==> src/rtl/xs3_pkg.sv <==
// Shared types and constants for the sequential binary to BCD/excess-3 converter.
package xs3_pkg;

    localparam int unsigned DIGIT_W = 4;

    localparam logic [3:0] XS3_BIAS      = 4'd3;
    localparam logic [3:0] DABBLE_THRESH = 4'd5;

    localparam logic MODE_BCD = 1'b0;
    localparam logic MODE_XS3 = 1'b1;

    typedef enum logic [1:0] {
        IDLE  = 2'd0,
        SHIFT = 2'd1,
        DONE  = 2'd2
    } state_t;

endpackage

==> src/rtl/dabble_digit.sv <==
// One BCD digit correction step of shift-add-3: digits of 5 or more get +3
// so that the following left shift carries correctly into the next digit.
module dabble_digit
    import xs3_pkg::*;
(
    input  logic [DIGIT_W-1:0] i_digit,
    output logic [DIGIT_W-1:0] o_digit_c
);

    assign o_digit_c = (i_digit >= DABBLE_THRESH) ? DIGIT_W'(i_digit + XS3_BIAS) : i_digit;

endmodule

==> src/rtl/bin_to_xs3_seq.sv <==
// Bit-serial binary to packed BCD / excess-3 converter (double dabble), one input
// bit per clock, valid/ready on both sides, sticky overflow for undersized DIGITS.
module bin_to_xs3_seq
    import xs3_pkg::*;
#(
    parameter int unsigned BIN_W  = 8,
    parameter int unsigned DIGITS = 3
) (
    input  logic                      clk,
    input  logic                      rst,
    input  logic                      in_valid,
    output logic                      in_ready,
    input  logic [BIN_W-1:0]          in_bin,
    input  logic                      in_mode,
    output logic                      out_valid,
    input  logic                      out_ready,
    output logic [DIGIT_W*DIGITS-1:0] out_digits,
    output logic                      out_ovf
);

    localparam int unsigned DIG_W = DIGIT_W * DIGITS;
    localparam int unsigned CAT_W = DIG_W + BIN_W;
    localparam int unsigned CNT_W = $clog2(BIN_W + 1);

    state_t             r_state;
    state_t             w_state_nxt;
    logic               w_accept;
    logic               w_last;

    logic [BIN_W-1:0]   r_bin;
    logic [DIG_W-1:0]   r_digits;
    logic [CNT_W-1:0]   r_cnt;
    logic               r_mode;
    logic               r_ovf;

    logic               r_in_ready;
    logic               r_out_valid;
    logic [DIG_W-1:0]   r_out_digits;
    logic               r_out_ovf;

    logic [DIG_W-1:0]   w_adj;
    logic [CAT_W-1:0]   w_cat_sh;
    logic [DIG_W-1:0]   w_dig_nxt;
    logic [BIN_W-1:0]   w_bin_nxt;
    logic               w_ovf_bit;
    logic [DIG_W-1:0]   w_enc;

    // Per-digit add-3 correction ahead of the shift
    for (genvar g = 0; g < int'(DIGITS); g++) begin : g_dabble
        dabble_digit u_dabble (
            .i_digit   (r_digits[g*DIGIT_W +: DIGIT_W]),
            .o_digit_c (w_adj[g*DIGIT_W +: DIGIT_W])
        );
    end

    // {digits,bin} << 1; the bit leaving the top digit is the overflow carry
    assign w_cat_sh  = {w_adj[DIG_W-2:0], r_bin, 1'b0};
    assign w_dig_nxt = w_cat_sh[CAT_W-1 -: DIG_W];
    assign w_bin_nxt = w_cat_sh[BIN_W-1:0];
    assign w_ovf_bit = w_adj[DIG_W-1];

    // Output encoding only; the dabble arithmetic always runs in plain BCD
    for (genvar g = 0; g < int'(DIGITS); g++) begin : g_enc
        assign w_enc[g*DIGIT_W +: DIGIT_W] = (r_mode == MODE_XS3)
            ? DIGIT_W'(w_dig_nxt[g*DIGIT_W +: DIGIT_W] + XS3_BIAS)
            : w_dig_nxt[g*DIGIT_W +: DIGIT_W];
    end

    always_ff @(posedge clk or posedge rst) begin
        if (rst) begin
            r_state <= IDLE;
        end else begin
            r_state <= w_state_nxt;
        end
    end

    always_comb begin
        w_state_nxt = r_state;
        w_accept    = 1'b0;
        w_last      = 1'b0;
        case (r_state)
            IDLE: begin
                if (in_valid) begin
                    w_accept    = 1'b1;
                    w_state_nxt = SHIFT;
                end
            end
            SHIFT: begin
                if (r_cnt == CNT_W'(1)) begin
                    w_last      = 1'b1;
                    w_state_nxt = DONE;
                end
            end
            DONE: begin
                if (out_ready) begin
                    w_state_nxt = IDLE;
                end
            end
            default: begin
                w_state_nxt = IDLE;
            end
        endcase
    end

    always_ff @(posedge clk or posedge rst) begin
        if (rst) begin
            r_bin        <= '0;
            r_digits     <= '0;
            r_cnt        <= '0;
            r_mode       <= MODE_BCD;
            r_ovf        <= 1'b0;
            r_in_ready   <= 1'b1;
            r_out_valid  <= 1'b0;
            r_out_digits <= '0;
            r_out_ovf    <= 1'b0;
        end else begin
            r_in_ready  <= (w_state_nxt == IDLE);
            r_out_valid <= (w_state_nxt == DONE);
            if (w_accept) begin
                r_bin    <= in_bin;
                r_mode   <= in_mode;
                r_digits <= '0;
                r_ovf    <= 1'b0;
                r_cnt    <= CNT_W'(BIN_W);
            end else if (r_state == SHIFT) begin
                r_bin    <= w_bin_nxt;
                r_digits <= w_dig_nxt;
                r_ovf    <= r_ovf | w_ovf_bit;
                r_cnt    <= r_cnt - CNT_W'(1);
            end
            // Result captured on the final shift so it is ready with out_valid
            if (w_last) begin
                r_out_digits <= w_enc;
                r_out_ovf    <= r_ovf | w_ovf_bit;
            end
        end
    end

    assign in_ready   = r_in_ready;
    assign out_valid  = r_out_valid;
    assign out_digits = r_out_digits;
    assign out_ovf    = r_out_ovf;

endmodule

==> config.mk <==
export PLATFORM = sky130hd
export DESIGN_NAME = bin_to_xs3_seq
export DESIGN_NICKNAME = d
export VERILOG_FILES = /design/src/rtl/xs3_pkg.sv /design/src/rtl/dabble_digit.sv /design/src/rtl/bin_to_xs3_seq.sv
export SDC_FILE = /design/constraint.sdc
export NUM_CORES = 1
export LEC_CHECK = 0
export ABC_AREA = 1
export CORE_MARGIN = 2
export CORE_UTILIZATION = 60
export CTS_CLUSTER_SIZE = 16
export DETAILED_ROUTE_END_ITERATION = 8
export HOLD_SLACK_MARGIN = 0.05
export PLACE_DENSITY = 0.85
export SLEW_MARGIN = 20
export SYNTH_ARGS = -nofsm -noshare
export SYNTH_HDL_FRONTEND = slang
export SYNTH_HIERARCHICAL = 1
export SYNTH_SLANG_ARGS = --single-unit
==> constraint.sdc <==
create_clock -name clk -period 4.55 [get_ports clk]
set_input_delay 0.91 -clock clk [delete_from_list [all_inputs] [get_ports clk]]
set_output_delay 0.91 -clock clk [all_outputs]
set_load 0.005 [all_outputs]
-- Yosys cells after proc, flatten, opt, wreduce, memory -nomap -nowiden
Index checks and enable logic that the tools add are counted.
- word-level logic and storage cells: 50
- input port bits: 13
- output and inout bits: 15
- register bits: 43
- bitwise operators: 1
- reduce and logical (&&, ||, !) cells: 3
- add/sub/neg operators: 7
- equality and inequality tests: 4
- multiplexer cells: 22
- order comparisons: 3
- operators with widths (operator ; count):
    4-bit 2-to-1 mux ; 8
    4-bit by 2-bit adder with 4-bit output, second input constant ; 6
    12-bit 2-to-1 mux ; 2
    8-bit 2-to-1 mux ; 2
    4-bit by 3-bit >= comparator with 1-bit output, second input constant ; 3
    1-bit 2-to-1 mux ; 6
    2-bit 2-to-1 mux ; 3
    2-bit case mux with 3 select lines ; 1
    2-bit equality test, second input constant ; 2
    4-bit by 1-bit equality test with 1-bit output, second input constant ; 1
    2-bit logical NOT ; 2
    4-bit by 1-bit subtractor with 4-bit output, second input constant ; 1
    2-bit by 1-bit equality test with 1-bit output, second input constant ; 1
    2-bit nonzero test ; 1
    1-bit OR ; 1

-- Depth between registers and ports, before layout
- depth after elaboration: 5
- depth in mapped cells: 13
- gate-level depth less buffers: 13

-- Hierarchy
The synthesis kept the hierarchy.
- by module, submodules not included (module ; times used ; cells each ; sequential area each (µm²) ; area an instance (µm²)):
    bin_to_xs3_seq ; 1 ; 234 ; 1077.3 ; 2031.9
    dabble_digit ; 3 ; 23 ; 0.0 ; 135.1

-- Least setup slack after synthesis
Ideal clock, no wire load.
- path kind: flip-flop to flip-flop
- start: register r_digits[0]
- end: register r_out_digits[5] (netlist: out_digits[5])
- setup time: 0.065 ns
- path buffers: 0
- required time: 4.485 ns
- arrival time: 1.609 ns
- period minus slack after synthesis: 1.674 ns
- setup slack: 2.876 ns
- cell stages (with the launch flop): 11
- cells stage by stage: dfrtp_1 > inv_1 > ha_1 > nor2_4 > nor2_4 > a21oi_2 > inv_1 > ha_1 > o21ai_0 > nand2_1 > nand2_1
- longest elaborated chain between the ends: 4
- elaborated cells between the ends (all ways): 5
- classes of those cells: 2 x add/sub; 1 x order compare; 2 x mux
- ends and longest elaborated chain (item ; line ; text):
    start: declaration ; bin_to_xs3_seq.sv:31 ; logic [DIG_W-1:0] r_digits;
    start signal: assignment ; bin_to_xs3_seq.sv:127 ; r_digits <= w_dig_nxt;
    4-bit by 2-bit adder with 4-bit output or 4-bit by 3-bit >= comparator with 1-bit output (tied branches) ; dabble_digit.sv:10 ; assign o_digit_c = (i_digit >= DABBLE_THRESH) ? DIGIT_W'(i_digit + XS3_BIAS) : i_digit;
    4-bit 2-to-1 mux * ; dabble_digit.sv:10 ;
    via w_adj[3] ; bin_to_xs3_seq.sv:41 ; logic [DIG_W-1:0] w_adj;
    4-bit by 2-bit adder with 4-bit output * ; bin_to_xs3_seq.sv:65 ; ? DIGIT_W'(w_dig_nxt[g*DIGIT_W +: DIGIT_W] + XS3_BIAS)
    4-bit 2-to-1 mux * ; bin_to_xs3_seq.sv:65 ;
    end signal: assignment ; bin_to_xs3_seq.sv:133 ; r_out_digits <= w_enc;
    end: declaration ; bin_to_xs3_seq.sv:38 ; logic [DIG_W-1:0] r_out_digits;
Mark *: on every way through the listed nets, which the timed path passes. The rest lies on a longest branch.
A chain may end at the register's enable or synchronous reset.

-- Worst setup path after layout
- start: input in_valid
- end: register r_in_ready (netlist: in_ready)
- longest elaborated chain between the ends: 3
- ends and longest elaborated chain (item ; line ; text):
    start: declaration ; bin_to_xs3_seq.sv:11 ; input logic in_valid,
    2-bit 2-to-1 mux ; bin_to_xs3_seq.sv:83 ; if (in_valid) begin
    2-bit case mux with 3 select lines ; bin_to_xs3_seq.sv:81 ; case (r_state)
    via w_state_nxt[0] ; bin_to_xs3_seq.sv:26 ; state_t w_state_nxt;
    2-bit logical NOT ; bin_to_xs3_seq.sv:117 ; r_in_ready <= (w_state_nxt == IDLE);
    end signal: assignment ; bin_to_xs3_seq.sv:117 ;
    end: declaration ; bin_to_xs3_seq.sv:36 ; logic r_in_ready;
The timed path passes the listed nets, and every way through them passes these cells.

==> reports/results.ini <==
[status]
status = complete, no violations

[timing]
slew_headroom_pct = 55.6
tns_ps = 0
grt_setup_unrepaired = no
timing.fmax_mhz = 431
worst_pin_slew_ps = 663
setup_slack_ps = 2230
hold_viol = 0
clock_skew_ps = 10.6
fin_crit_sh_pct = 51.0
finalSetupViolCount = 0
report.final.slew_viol_count = 0
fin_crit_ps = 2320

[worst_setup_path]
slowest_stage = nor2_1
critical_path_class = input port to flop
required_ps = 4780
crit_top_cell = nor2_1
cpLargestDelayFamily = simple AND/OR/NAND/NOR gates
crit_chain = clkdlybuf4s50_1 -> nand2_2 -> nor2_1 -> inv_1 -> nand2_1 -> nor2_1
critical_path.startpoint = in_valid
arrival_ps = 2550
r2r_end = out_digits[6]
worstReg2RegStart = r_digits[0]
crit_buf_inv = 2
crit_fanout = 21
worstSetupStartpointType = input port
rrSetupSlack_ps = 2600
reg2reg_depth = 10
max_stage_delay_ps = 610
cp-end-kind = flop

[clock_tree]
cts-resized-gates = 0
cts_setup_buffers = 0
path_clk_slew_ps = 80
ctsLongestPathBuffers = 2
cts_hold_buf = 0
cts.sinks = 43
cts_buffers = 5
cts_tree = done
clock_latency_ps = 300
cts_max_level = 2
cts-root-buf = clkbuf_8

[floorplanning]
die_h_um = 67.7
ios = 28
fp.dieArea_mm2 = 0.00459
start_util_pct = 61.8
row_count = 23
die_w_um = 67.7
core_area_mm2 = 0.00394

[layout]
fin_util_pct = 71.9
layout_commonest_cell = nand2_1
final_nets = 353
most-common-layout-cells = 88 x nand2_1, 42 x dfrtp_1, 36 x nand3_1
num_antenna_cells = 0
fillers = 310
drive_gt1_share_pct = 11.2
syn2layout_area_growth_pct = 16.4
layout.cells.non_filler = 380

[global_routing]
grt_pass1_wl_um = 8400
grt_max_degree = 44
grt_pass1_vias = 1958
grtUsageTotal_pct = 24.9
overflow = 0
antenna_found_initial = 0

[placed_design]
dpl_worst_slack_ps = 1930
place_hpwl_um = 3280
gp_congestion = 0.902
port_buffers = 27
dp_cells = 372

[flow_run]
drv_cap = 0

[power]
power_density_mw_per_mm2 = 704
seqPwrFrac_pct = 33.5
p_clk_share_pct = 17.6
p_sw_uw = 844
switching_share_pct = 42.3
peakVddDrop_mv = 0.384
internal_power_uw = 1150
p_total_uw = 2000
p_leak_uw = 0.00135
power.share.combinational_pct = 48.9

[logic_synthesis]
syn-mean-instance-area_um2 = 8.04
synthCells = 303
yosysTopAreaCell = dfrtp_1
synth_area_leaders = dfrtp_1 43%, nand2_1 14%, nand3_1 7.4%
synth_top_cell_area_share_pct = 43.1
ys_seq_area_share_pct = 44.2
synth_area_mm2 = 0.00244
syn_nets = 327
ys_ff_latch = 43
synth_warnings = 6
synth_cell_types = 24

[min_path]
holdPathStages = 2
hp-start = out_digits[2]
hold_class = flop to flop
min_to = out_digits[2]

[routing]
drc = 0
via_per_inst = 5.38
drt_iter0_markers = 187
wire_per_inst_um = 12.7
num_vias = 2044
ant_nets = 0
wirelength_um = 4810
drt_pass1_iterations = 4

how the worst max path moves through the flow:
stage                     cells after the start             to  slack (ps)
final                                         6       in_ready        2230
after global routing                          6       in_ready        2140
after CTS                                     6       in_ready        2250
after detailed placement                      6       in_ready        1930
after global placement                        6       in_ready        1990
after floorplan                               1  out_digits[0]        2640
cell type report:
| class | count | area (um^2) | share of cell area [%] |
|---|---|---|---|
| multi-input combinational | 214 | 1150 | 40.4 |
| sequential | 43 | 1080 | 38.0 |
| timing repair buffer | 28 | 278 | 9.79 |
| inverter | 37 | 139 | 4.90 |
| clock buffer | 6 | 72.6 | 2.56 |
| tap | 50 | 62.6 | 2.21 |
| clock inverter | 2 | 60.1 | 2.12 |
power by group through the flow:
stage	clock network, uW	registers, uW	logic (uW)
floorplan	0	641	749
global placement	0	666	925
detailed placement	0	672	962
CTS	358	666	976
global route	371	688	1130
finish	352	669	976
per-stage QoR:
step	cell area (um^2)	hold WS [ps]
2_1_floorplan	2440	466
3_5_place_dp	2700	465
3_3_place_gp	2700	461
6_report	2840	483
4_1_cts	2840	486
5_1_grt	2840	520
tightest hold or removal path, cell delays in order, from the launching register on:
cell     delay (ps)
dfrtp_1         350
nand2_1          50
nand2_1          50
Yosys cell counts:
library cell / number
dfstp_2: 1
dfrtp_1: 42
a21oi_2: 3
buf_4: 4
o22ai_1: 2
inv_2: 5
nor2_2: 1
o211ai_1: 3
o21ai_0: 28
nor2_1: 15
buf_2: 2
o21ai_1: 3
a21boi_0: 1
nor2_4: 8
nand2_2: 6
xnor2_1: 4
nand2_1: 88
or2_2: 1
buf_6: 3
o21ai_2: 3
nand3_1: 36
ha_1: 11
inv_1: 32
nand3_4: 1
kinds of logic (layout without fill, tap and decap cells):
group | Yosys count | in the layout | share of synthesized area [%]
adder cells (fa/ha/maj) | 11 | 11 | 5.65
XOR/XNOR | 4 | 4 | 1.44
AND/OR/NAND/NOR | 156 | 156 | 29.7
AO/OA/AOI/OAI | 43 | 43 | 10.3
buffers and inverters | 46 | 73 | 8.73
flip-flops | 43 | 43 | 44.2
per-layer routing:
layer  GRT usage [%]  share of wire [%]  up-vias
met4            12.2                2.7        0
met1            30.7                 44      958
li1                -                  -     1019
met5               0                  0        -
met2            40.6                 49       54
met3            6.33                4.4       13
flip-flops by register name, summed over array words and instances, names as in the netlist:
name / cells
in_ready: 1
out_digits: 12
out_ovf: 1
out_valid: 1
r_bin: 8
r_cnt: 4
r_digits: 12
r_mode: 1
r_ovf: 1
r_state: 2
Power figures use the tool's default switching activity.
